$ cat src/rtl/sdram_arb.sv
// Two-port arbiter in front of a single-operation SDRAM controller.
// One operation is in flight at a time: grant, raise a strobe, wait for the
// controller's ready to fall and rise again, ack the client, then leave one
// low-strobe cycle so the controller sees a fresh rising edge next time.
module sdram_arb #(
  parameter bit FIXED_PRIO = 1'b0
) (
  input  logic        clk,
  input  logic        init_n,
  input  logic        p0_req,
  input  logic        p0_we,
  input  logic [26:0] p0_addr,
  input  logic [15:0] p0_din,
  input  logic [1:0]  p0_wtbt,
  output logic [15:0] p0_dout,
  output logic        p0_ack,
  input  logic        p1_req,
  input  logic        p1_we,
  input  logic [26:0] p1_addr,
  input  logic [15:0] p1_din,
  input  logic [1:0]  p1_wtbt,
  output logic [15:0] p1_dout,
  output logic        p1_ack,
  output logic [26:0] mem_addr,
  output logic [15:0] mem_din,
  output logic [1:0]  mem_wtbt,
  output logic        mem_we,
  output logic        mem_rd,
  input  logic [15:0] mem_dout,
  input  logic        mem_ready
);

  typedef enum logic [2:0] {IDLE, ISSUE, WAIT_LO, WAIT_HI, GAP} state_t;

  state_t state;
  logic   grant;       // port that owns the operation in flight
  logic   last_grant;  // port granted most recently, for round-robin ties
  logic   gnt_we;      // latched direction of the operation in flight
  logic   any_req;
  logic   pick;        // port that would be granted this cycle

  // Arbitration choice: on a tie either port 0 (fixed) or the port not served last
  always_comb begin
    any_req = p0_req | p1_req;
    if (p0_req && p1_req) begin
      pick = FIXED_PRIO ? 1'b0 : ~last_grant;
    end else begin
      pick = ~p0_req;
    end
  end

  // Operation sequencer with registered strobes, acks and read data
  always_ff @(posedge clk or negedge init_n) begin
    if (!init_n) begin
      state      <= IDLE;
      grant      <= 1'b0;
      gnt_we     <= 1'b0;
      last_grant <= 1'b1;
      mem_we     <= 1'b0;
      mem_rd     <= 1'b0;
      mem_addr   <= '0;
      mem_din    <= '0;
      mem_wtbt   <= '0;
      p0_ack     <= 1'b0;
      p1_ack     <= 1'b0;
      p0_dout    <= '0;
      p1_dout    <= '0;
    end else begin
      p0_ack <= 1'b0;
      p1_ack <= 1'b0;
      case (state)
        IDLE: begin
          // ready low means the controller is still starting up
          if (mem_ready && any_req) begin
            grant      <= pick;
            last_grant <= pick;
            gnt_we     <= pick ? p1_we   : p0_we;
            mem_addr   <= pick ? p1_addr : p0_addr;
            mem_din    <= pick ? p1_din  : p0_din;
            mem_wtbt   <= pick ? p1_wtbt : p0_wtbt;
            state      <= ISSUE;
          end
        end
        ISSUE: begin
          mem_we <= gnt_we;
          mem_rd <= ~gnt_we;
          state  <= WAIT_LO;
        end
        WAIT_LO: begin
          // ready still high here is left over from the previous operation
          if (!mem_ready) state <= WAIT_HI;
        end
        WAIT_HI: begin
          if (mem_ready) begin
            mem_we <= 1'b0;
            mem_rd <= 1'b0;
            if (grant) begin
              p1_ack <= 1'b1;
              if (!gnt_we) p1_dout <= mem_dout;
            end else begin
              p0_ack <= 1'b1;
              if (!gnt_we) p0_dout <= mem_dout;
            end
            state <= GAP;
          end
        end
        GAP: begin
          state <= IDLE;
        end
        default: begin
          state <= IDLE;
        end
      endcase
    end
  end

endmodule

$ cat config.mk
export PLATFORM = sky130hd
export DESIGN_NAME = sdram_arb
export DESIGN_NICKNAME = d
export VERILOG_FILES = /design/src/rtl/sdram_arb.sv
export SDC_FILE = /design/constraint.sdc
export NUM_CORES = 1
export LEC_CHECK = 0
export CORE_UTILIZATION = 37
export CTS_CLUSTER_DIAMETER = 60
export DETAILED_ROUTE_END_ITERATION = 6
export PLACE_DENSITY = 0.87
export SYNTH_ARGS = -nofsm -noshare
export SYNTH_HDL_FRONTEND = slang
export SYNTH_SLANG_ARGS = --single-unit
$ cat constraint.sdc
create_clock -name clk -period 1.6 [get_ports clk]
set_input_delay 0.32 -clock clk [delete_from_list [all_inputs] [get_ports clk]]
set_output_delay 0.32 -clock clk [all_outputs]
set_load 0.02 [all_outputs]
==> results.sh, run 1 <==
export IMPL_synthArstFlopShare=1.00
export IMPL_crit_fanout=16
export IMPL_cts_clk_slew_worst_paths_ns=0.09
export IMPL_synth_cell_type_count=31
export IMPL_initial_utilization=0.388
export IMPL_netlist_area_um2=4080
export IMPL_ys_ff_latch=87
export IMPL_synthTopCellsByCount="a31oi_1, dfrtp_1, nand3b_1"
export IMPL_setup_violations_final=0
export IMPL_grt_max_degree=71
export IMPL_slew_viol_final=0
export IMPL_wl_per_cell_um=16.9
export IMPL_die_w_um=107
export IMPL_status="finished clean"
export IMPL_yosys_most_used_dff="dfrtp_1"
export IMPL_nets=670
export IMPL_fmax_ghz=0.667
export IMPL_cts_root_buf="clkbuf_8"
export IMPL_fin_tns_setup_ns=0
export IMPL_synthTopCellsByArea="dfrtp_1, a31oi_1, mux2_2"
export IMPL_ys_seq_area_frac=0.534
export IMPL_core_region_area_um2=10500
export IMPL_worst_pin_slew_ns=0.364
export IMPL_cts_made_buffers=9
export IMPL_pin_count=194
export IMPL_yosys_area_top_type_share=0.527
export IMPL_skew_ns=0.0126
export IMPL_avgSynthCellArea_um2=11.1
export IMPL_rsz0062_at_grt="no"
export IMPL_period_share=0.937
export IMPL_gp_routability_congestion=0.787
export IMPL_wl_mm=11.8
export IMPL_cts_tree="done"
export IMPL_vias=3857
export IMPL_grt_pass1_vias=3878
export IMPL_grt_usage=0.212
export IMPL_port_buffers=193
export IMPL_clk_latency_ns=0.35
export IMPL_layout_drive_gt1_share=0.153
export IMPL_arrival_ns=1.72
export IMPL_synthToLayoutAreaGrowth_pct=56.5
export IMPL_yosysTopAreaCell="dfrtp_1"
export IMPL_fillers=875
export IMPL_powerDensity_nw_per_um2=1680
export IMPL_ant_nets=0
export IMPL_crit_required_ns=1.83
export IMPL_dr_pass1_iters=5
export IMPL_crit_type="flip-flop to flip-flop"
export IMPL_dpl_cell_count=681
export IMPL_routed_via_density=5.53
export IMPL_htreeDepth=3
export IMPL_start_kind="flip-flop"
export IMPL_gr_total_overflow=0
export IMPL_drc_errors=0
export IMPL_hold_viol_final=0
export IMPL_synth_edf_count=0
export IMPL_synth_cells=369
export IMPL_hold_path_class="primary input to asynchronous set/reset pin"
export IMPL_vdd_ir_drop_max_mv=0.769
export IMPL_clockBufferDepth=2
export IMPL_power_leakage_uw=0.00266
export IMPL_cts_sinks=87
export IMPL_maxCapViolCount=0
export IMPL_stdcell_count=698
export IMPL_rows=37
export IMPL_syn_num_nets=482
export IMPL_die_h_um=107
export IMPL_critPathCaptureType="flip-flop"
export IMPL_fin_crit_ns=1.50
export IMPL_synth_most_common_cell="a31oi_1"
export IMPL_relSlewSlack=0.757
export IMPL_dp_final_hpwl_mm=8.63
export IMPL_antenna_found_initial=1
export IMPL_die_area_um2=11500
export IMPL_grt_pass1_wl_mm=18.9
export IMPL_ys_warn_count=0
export IMPL_first_iter_violations=244
==> worst max-delay path, stage by stage (launching register included) <==
cell,delay (ns)
dfrtp_1,0.39
nand4b_4,0.21
nor3b_4,0.24
buf_12,0.18
mux2_2,0.35
==> kinds of logic after synthesis <==
family,count (synthesis),share of synthesized area
mux,34,0.0938
flops,87,0.534
compound gates,141,0.203
buf+inv,44,0.0497
simple gates,63,0.120
==> repair_timing <==
action                                  in CTS  in global routing
pin swaps                                    0                  0
setup buffers                                0                  0
resized for setup                           81                  1
hold buffers                                 1                  0
endpoints found under the setup margin      81                 16
endpoints found under the hold margin       21                  0
==> sequential cells by signal (all words and copies together) (netlist names) <==
signal,flops
grant,1
p0_dout,16
p0_ack,1
gnt_we,1
mem_wtbt,2
mem_rd,1
state,3
p1_dout,16
mem_din,16
last_grant,1
p1_ack,1
mem_addr,27
mem_we,1
==> layout make-up <==
class	instances	area (um^2)	area share
Clock inverter	5	58.8	0.00921
Tap cell	136	170	0.0266
Multi-Input combinational cell	238	1720	0.270
Timing Repair Buffer	218	2100	0.329
Clock buffer	10	138	0.0216
Inverter	3	11.3	0.00176
Antenna cell	1	2.50	0.000392
Sequential cell	87	2180	0.341
==> placed cells by master (no fill, tap or decap), types with 2 or more instances in the layout <==
cell type        netlist  routed
a22o_1                 2       2
mux2_2                34      34
clkbuf_8               0      10
and3_2                 1       2
clkdlybuf4s50_1        0     109
o21ai_1                7       7
dlygate4sd2_1          0      81
o21ai_0               39      39
dfrtp_1               86      86
nand3b_1              47      47
buf_12                 0       7
nor2b_4                0       2
buf_4                  1      18
inv_1                  2       2
clkinvlp_4             0       2
a31oi_1               92      92
==> where the power goes <==
part	switching, uW	total, uW	leakage [uW]	internal, uW
clock network	758	1510	0.0000944	755
registers	631	3910	0.00102	3280
logic	2960	5330	0.00154	2380
==> stage by stage <==
step	util	area, um^2	worst slack (ns)	hold WS (ns)	power (uW)
2_1_floorplan	-	4080	0.0105	0.0244	7010
5_1_grt	0.608	6390	0.0428	0.454	11500
3_3_place_gp	0.597	6280	-0.286	0.255	9880
4_1_cts	0.607	6380	0.0118	0.435	10900
3_5_place_dp	0.597	6280	-0.357	0.256	10100
6_report	0.608	6390	0.101	0.454	10800
==> per-layer routing <==
| layer | up-vias | routed length [um] | share of wire | track usage |
|---|---|---|---|---|
| li1 | 1787 | - | - | - |
| met1 | 1853 | 4700 | 0.40 | 0.247 |
| met2 | 198 | 5980 | 0.51 | 0.369 |
| met3 | 19 | 927 | 0.078 | 0.0578 |
| met4 | 0 | 215 | 0.018 | 0.0783 |
| met5 | - | 0 | 0 | 0 |
==> path summary, 6_finish.rpt <==
| kind | startpoint | endpoint | slack, ns | cells after the start |
|---|---|---|---|---|
| worst max-delay path | state[2] | p1_dout[12] | 0.10 | 4 |
| worst min-delay path | init_n | state[2] | 0.45 | 2 |
| worst max register to register | state[2] | p1_dout[12] | 0.10 | 4 |
| worst min register to register | mem_rd | mem_rd | 0.50 | 1 |
| max in group asynchronous | init_n | mem_din[9] | 0.66 | 3 |
| min in group clk | p0_req | mem_din[15] | 0.46 | 4 |
No activity file was read; power rests on OpenSTA's default activity.
==> run 2, diff against run 1 <==
--- a/config.mk
+++ b/config.mk
@@ -5,10 +5,11 @@
 export SDC_FILE = /design/constraint.sdc
 export NUM_CORES = 1
 export LEC_CHECK = 0
-export CORE_UTILIZATION = 37
+export CORE_UTILIZATION = 41
 export CTS_CLUSTER_DIAMETER = 60
 export DETAILED_ROUTE_END_ITERATION = 6
-export PLACE_DENSITY = 0.87
+export GPL_TIMING_DRIVEN = 1
+export PLACE_DENSITY = 0.9
 export SYNTH_ARGS = -nofsm -noshare
 export SYNTH_HDL_FRONTEND = slang
 export SYNTH_SLANG_ARGS = --single-unit
==> constraint.sdc (replaced) <==
create_clock -name clk -period 1.48 [get_ports clk]
set_input_delay 0.296 -clock clk [delete_from_list [all_inputs] [get_ports clk]]
set_output_delay 0.296 -clock clk [all_outputs]
set_load 0.02 [all_outputs]
==> run 2 against run 1 <==
Compared with the run above:
- the flow now finishes with violations (setup timing)
- clock power grew 11%
- routed wire length grew 7.8%
- sequential power grew 7.9%
- largest power group unchanged
==> results.sh, run 2 (synthesis results as in run 1) <==
export IMPL_fin_hold_ws_ns=0.385
export IMPL_cts_tree="done"
export IMPL_wl_per_cell_um=18.2
export IMPL_hold_viol_final=0
export IMPL_grt_usage=0.252
export IMPL_pin_count=194
export IMPL_gr_total_overflow=0
export IMPL_critPathCaptureType="flip-flop"
export IMPL_largest_register="mem_addr"
export IMPL_vias=3947
export IMPL_rsz0062_at_grt="yes"
export IMPL_ant_nets=0
export IMPL_finish_instance_area_um2=6500
export IMPL_die_h_um=102
export IMPL_switchingPower_uw=4870
export IMPL_fmax_ghz=0.657
export IMPL_die_w_um=102
export IMPL_vdd_ir_drop_max_mv=0.803
export IMPL_htreeDepth=3
export IMPL_violations="setup timing"
export IMPL_cts_root_buf="clkbuf_8"
export IMPL_period_share=1.03
export IMPL_mostFrequentLayoutCells="clkdlybuf4s50_1, a31oi_1, dfrtp_1, dlygate4sd2_1, nand3b_1"
export IMPL_arrival_ns=1.75
export IMPL_pwr_share_seq=0.353
export IMPL_synthToLayoutAreaGrowth_pct=59.3
export IMPL_slew_viol_final=0
export IMPL_worst_pin_slew_ns=0.351
export IMPL_grt_max_degree=50
export IMPL_dr_pass1_iters=4
export IMPL_power_frac_clock=0.139
export IMPL_fin_crit_ns=1.52
export IMPL_stdcell_count=698
export IMPL_final_common_cell="clkdlybuf4s50_1"
export IMPL_crit_fanout=15
export IMPL_r2r_start="state[2]"
export IMPL_largest_register_ffs=27
export IMPL_setup_violations_final=15
export IMPL_skew_ns=0.0150
export IMPL_maxCapViolCount=0
export IMPL_crit_required_ns=1.71
export IMPL_grt_pass1_vias=3953
export IMPL_worst_slack_ns=-0.0416
export IMPL_dpl_cell_count=681
export IMPL_wl_mm=12.7
export IMPL_first_iter_violations=185
export IMPL_n_antenna_cell=0
export IMPL_cts_sinks=87
export IMPL_rows=36
export IMPL_status="finished with violations"
export IMPL_grt_pass1_wl_mm=19.9
export IMPL_nets=673
export IMPL_die_area_um2=10400
export IMPL_dp_final_hpwl_mm=9.00
export IMPL_clockBufferDepth=2
export IMPL_layout_drive_gt1_share=0.158
export IMPL_placedInstanceArea_um2=6340
export IMPL_rrSetupSlack_ns=-0.04
export IMPL_combPwrFrac=0.508
export IMPL_powerDensity_nw_per_um2=1840
export IMPL_ff2ff_path_depth=4
export IMPL_port_buffers=193
export IMPL_cts_made_buffers=9
export IMPL_start_kind="flip-flop"
export IMPL_cts_clk_slew_worst_paths_ns=0.09
export IMPL_p_int_uw=7090
export IMPL_r2r_end="p1_dout[6]"
export IMPL_gp_routability_congestion=0.831
export IMPL_crit_type="flip-flop to flip-flop"
export IMPL_switching_share=0.407
export IMPL_antenna_found_initial=1
export IMPL_routed_via_density=5.65
export IMPL_total_power_uw=12000
export IMPL_clk_latency_ns=0.36
export IMPL_hold_path_class="primary input to asynchronous set/reset pin"
export IMPL_fillers=778
export IMPL_drc_errors=0
export IMPL_power_leakage_uw=0.00272
export IMPL_initial_utilization=0.419
export IMPL_relSlewSlack=0.765
export IMPL_core_region_area_um2=9730
## run 2: final cells by class
class,count,area [um^2],area share
Clock buffer,10,128,0.0196
Sequential cell,87,2180,0.335
Tap cell,133,166,0.0256
Timing Repair Buffer,221,2170,0.334
Clock inverter,6,67.6,0.0104
Inverter,3,11.3,0.00173
Multi-Input combinational cell,238,1780,0.274
## run 2: how the worst max path moves through the flow
stage,from,depth (start not counted),slack (ns),endpoint
final,state[2],4,-0.04,p1_dout[6]
after detailed placement,mem_ready,5,-0.45,p1_dout[14]
after CTS,state[2],4,-0.05,p1_dout[6]
after floorplan,state[2],4,-0.11,p1_dout[10]
after global placement,mem_ready,5,-0.40,p1_dout[4]
after global routing,state[2],4,-0.09,p1_dout[5]
## run 2: timing repair
action / CTS / global route
hold buffers: 1 / 0
buffers inserted: 0 / 0
resized for setup: 84 / 13
pin swaps: 1 / 1
setup endpoints to repair: 104 / 68
hold endpoints to repair: 20 / 0
## run 2: worst max-delay path, stage by stage (launching register included)
cell	delay [ns]
dfrtp_1	0.39
nand4b_4	0.22
nor3b_4	0.27
buf_12	0.19
mux2_2	0.34
## run 2: routing by layer
layer	track usage	share of wire
met3	0.0656	0.084
met1	0.292	0.38
met4	0.119	0.022
met2	0.436	0.51
met5	0	0.0013
## run 2: power groups by stage
stage / Combinational (uW) / Clock (uW) / Sequential [uW]
2_1_floorplan: 2100 / 0 / 5560
3_5_place_dp: 6730 / 0 / 4320
4_1_cts: 6010 / 1690 / 4240
6_report: 6080 / 1670 / 4220
3_3_place_gp: 6520 / 0 / 4260
5_1_grt: 6520 / 1800 / 4370
## run 2: through the flow
step,utilization,setup TNS [ns],worst slack (ns)
CTS,0.663,-0.669,-0.0535
detailed placement,0.652,-28.03,-0.445
finish,0.668,-0.456,-0.0416
global placement,0.652,-25.47,-0.396
floorplan,-,-1.54,-0.110
global route,0.668,-1.14,-0.0884
==> run 3, diff against run 2 <==
--- a/config.mk
+++ b/config.mk
@@ -9,7 +9,7 @@
 export CTS_CLUSTER_DIAMETER = 60
 export DETAILED_ROUTE_END_ITERATION = 6
 export GPL_TIMING_DRIVEN = 1
-export PLACE_DENSITY = 0.9
+export PLACE_DENSITY = 0.8
 export SYNTH_ARGS = -nofsm -noshare
 export SYNTH_HDL_FRONTEND = slang
 export SYNTH_SLANG_ARGS = --single-unit
==> run 3 against run 2 <==
Compared with the run above:
- sequential share of layout area rose by 0.13 points
- sequential power barely moved
- routed wire length fell by 2.4%
- die area did not move
- power fell by 1.6%
- critical path depth did not move
- clock power fell by 9%
- core utilization fell by 0.26 points
- sequential cell count did not move
- final cell count fell by 0.14%
- via count fell by 2.3%
- clock-buffer cell count fell by 1
- the run still ends with setup timing left
==> results.sh, run 3 (synthesis results as in run 1) <==
export IMPL_maxCapViolCount=0
export IMPL_clk_latency_ns=0.35
export IMPL_powerDensity_nw_per_um2=1820
export IMPL_fmax_ghz=0.666
export IMPL_nets=672
export IMPL_wl_mm=12.4
export IMPL_pin_count=194
export IMPL_status="finished with violations"
export IMPL_endpoint="p0_dout[2]"
export IMPL_die_h_um=102
export IMPL_drc_errors=0
export IMPL_port_buffers=193
export IMPL_dp_final_hpwl_mm=8.43
export IMPL_violations="setup timing"
export IMPL_period_share=1.01
export IMPL_gp_routability_congestion=0.726
export IMPL_ant_nets=0
export IMPL_crit_path_start="state[2]"
export IMPL_n_antenna_cell=0
export IMPL_antenna_found_initial=0
export IMPL_grt_usage=0.236
export IMPL_grt_max_degree=49
export IMPL_largest_register_ffs=27
export IMPL_crit_type="flip-flop to flip-flop"
export IMPL_rsz0062_at_grt="yes"
export IMPL_fin_hold_ws_ns=0.351
export IMPL_worst_pin_slew_ns=0.323
export IMPL_hold_viol_final=0
export IMPL_cp_slowest_cell="dfrtp_1"
export IMPL_final_common_cell="clkdlybuf4s50_1"
export IMPL_power_leakage_uw=0.00271
export IMPL_vias=3858
export IMPL_crit_chain="nand4b_4 > nor3_4 > clkbuf_16 > mux2_4"
export IMPL_fin_tns_setup_ns=-0.112
export IMPL_cts_tree="done"
export IMPL_cts_clk_slew_worst_paths_ns=0.09
export IMPL_r2r_start="state[2]"
export IMPL_largest_register="mem_addr"
export IMPL_fin_crit_ns=1.50
export IMPL_grt_pass1_wl_mm=18.6
export IMPL_ff2ff_path_depth=4
export IMPL_cts_made_buffers=9
export IMPL_total_power_uw=11800
export IMPL_setup_violations_final=14
export IMPL_gr_total_overflow=0
export IMPL_wl_per_cell_um=17.8
export IMPL_dr_pass1_iters=5
export IMPL_slew_viol_final=0
export IMPL_synthToLayoutAreaGrowth_pct=58.7
export IMPL_mostFrequentLayoutCells="clkdlybuf4s50_1, a31oi_1, dfrtp_1, dlygate4sd2_1, nand3b_1"
export IMPL_placedInstanceArea_um2=6310
export IMPL_rows=36
export IMPL_clockBufferDepth=2
export IMPL_critPathCaptureType="flip-flop"
export IMPL_rrSetupSlack_ns=-0.02
export IMPL_initial_utilization=0.419
export IMPL_r2r_end="p0_dout[2]"
export IMPL_die_w_um=102
export IMPL_hold_path_class="primary input to asynchronous set/reset pin"
export IMPL_cts_root_buf="clkbuf_8"
export IMPL_cts_sinks=87
export IMPL_htreeDepth=3
export IMPL_relSlewSlack=0.785
export IMPL_start_kind="flip-flop"
export IMPL_core_region_area_um2=9730
export IMPL_pre_cts_slack_ns=-0.451
export IMPL_die_area_um2=10400
export IMPL_crit_fanout=8
export IMPL_vdd_ir_drop_max_mv=0.697
export IMPL_routed_via_density=5.54
export IMPL_grt_pass1_vias=3828
export IMPL_worst_slack_ns=-0.0213
export IMPL_finish_instance_area_um2=6480
export IMPL_slowest_delay_ns=0.39
export IMPL_layout_drive_gt1_share=0.158
export IMPL_first_iter_violations=163
export IMPL_skew_ns=0.0141
export IMPL_crit_required_ns=1.72
export IMPL_arrival_ns=1.74
==> run 3: worst min-delay path by stage <==
| stage | startpoint | cells past startpoint | end |
|---|---|---|---|
| floorplan | init_n | 0 | gnt_we |
| global placement | init_n | 1 | p1_dout[11] |
| detailed placement | init_n | 1 | p1_dout[13] |
| CTS | init_n | 2 | p1_dout[13] |
| global route | init_n | 2 | p1_dout[13] |
| finish | init_n | 2 | p1_dout[13] |
==> run 3: area by class of cell <==
type	instances	area, um^2
clock inverter	7	55.1
timing repair buffer	220	2150
sequential	87	2180
inverter	3	11.3
tap	133	166
clock buffer	9	124
multi-input combinational	238	1790
fill	817	3250
==> run 3: routing by layer <==
layer  routed length (um)  GRT usage  vias up
met5                    0          0        -
met3                  968     0.0600       16
li1                     -          -     1780
met1                 5000      0.268     1905
met4                  187     0.0981        0
met2                 6280      0.420      157
==> run 3: what timing repair did <==
item                                    in CTS  in global routing
resized for setup                           82                  9
endpoints found under the hold margin       15                  0
cloned                                       0                  2
buffers inserted                             0                  0
endpoints found under the setup margin     104                 25
hold buffers                                 1                  0
==> run 3: worst max-delay path: cells and delay by family (launching register included) <==
kind                   cells  cell delay [ns]
and+or+nand+nor            2             0.47
DFF                        1             0.39
muxes                      1             0.30
buffers and inverters      1             0.23
==> run 3: metrics by stage <==
step                 util  std cells
finish              0.666        697
global route        0.666        697
CTS                 0.657        695
detailed placement  0.648        678
global placement    0.648        678
floorplan               -        369
==> run 3: power by group <==
group          internal [uW]  switching (uW)  total [uW]
clock                    624             891        1520
combinational           2750            3290        6030
sequential              3540             687        4230
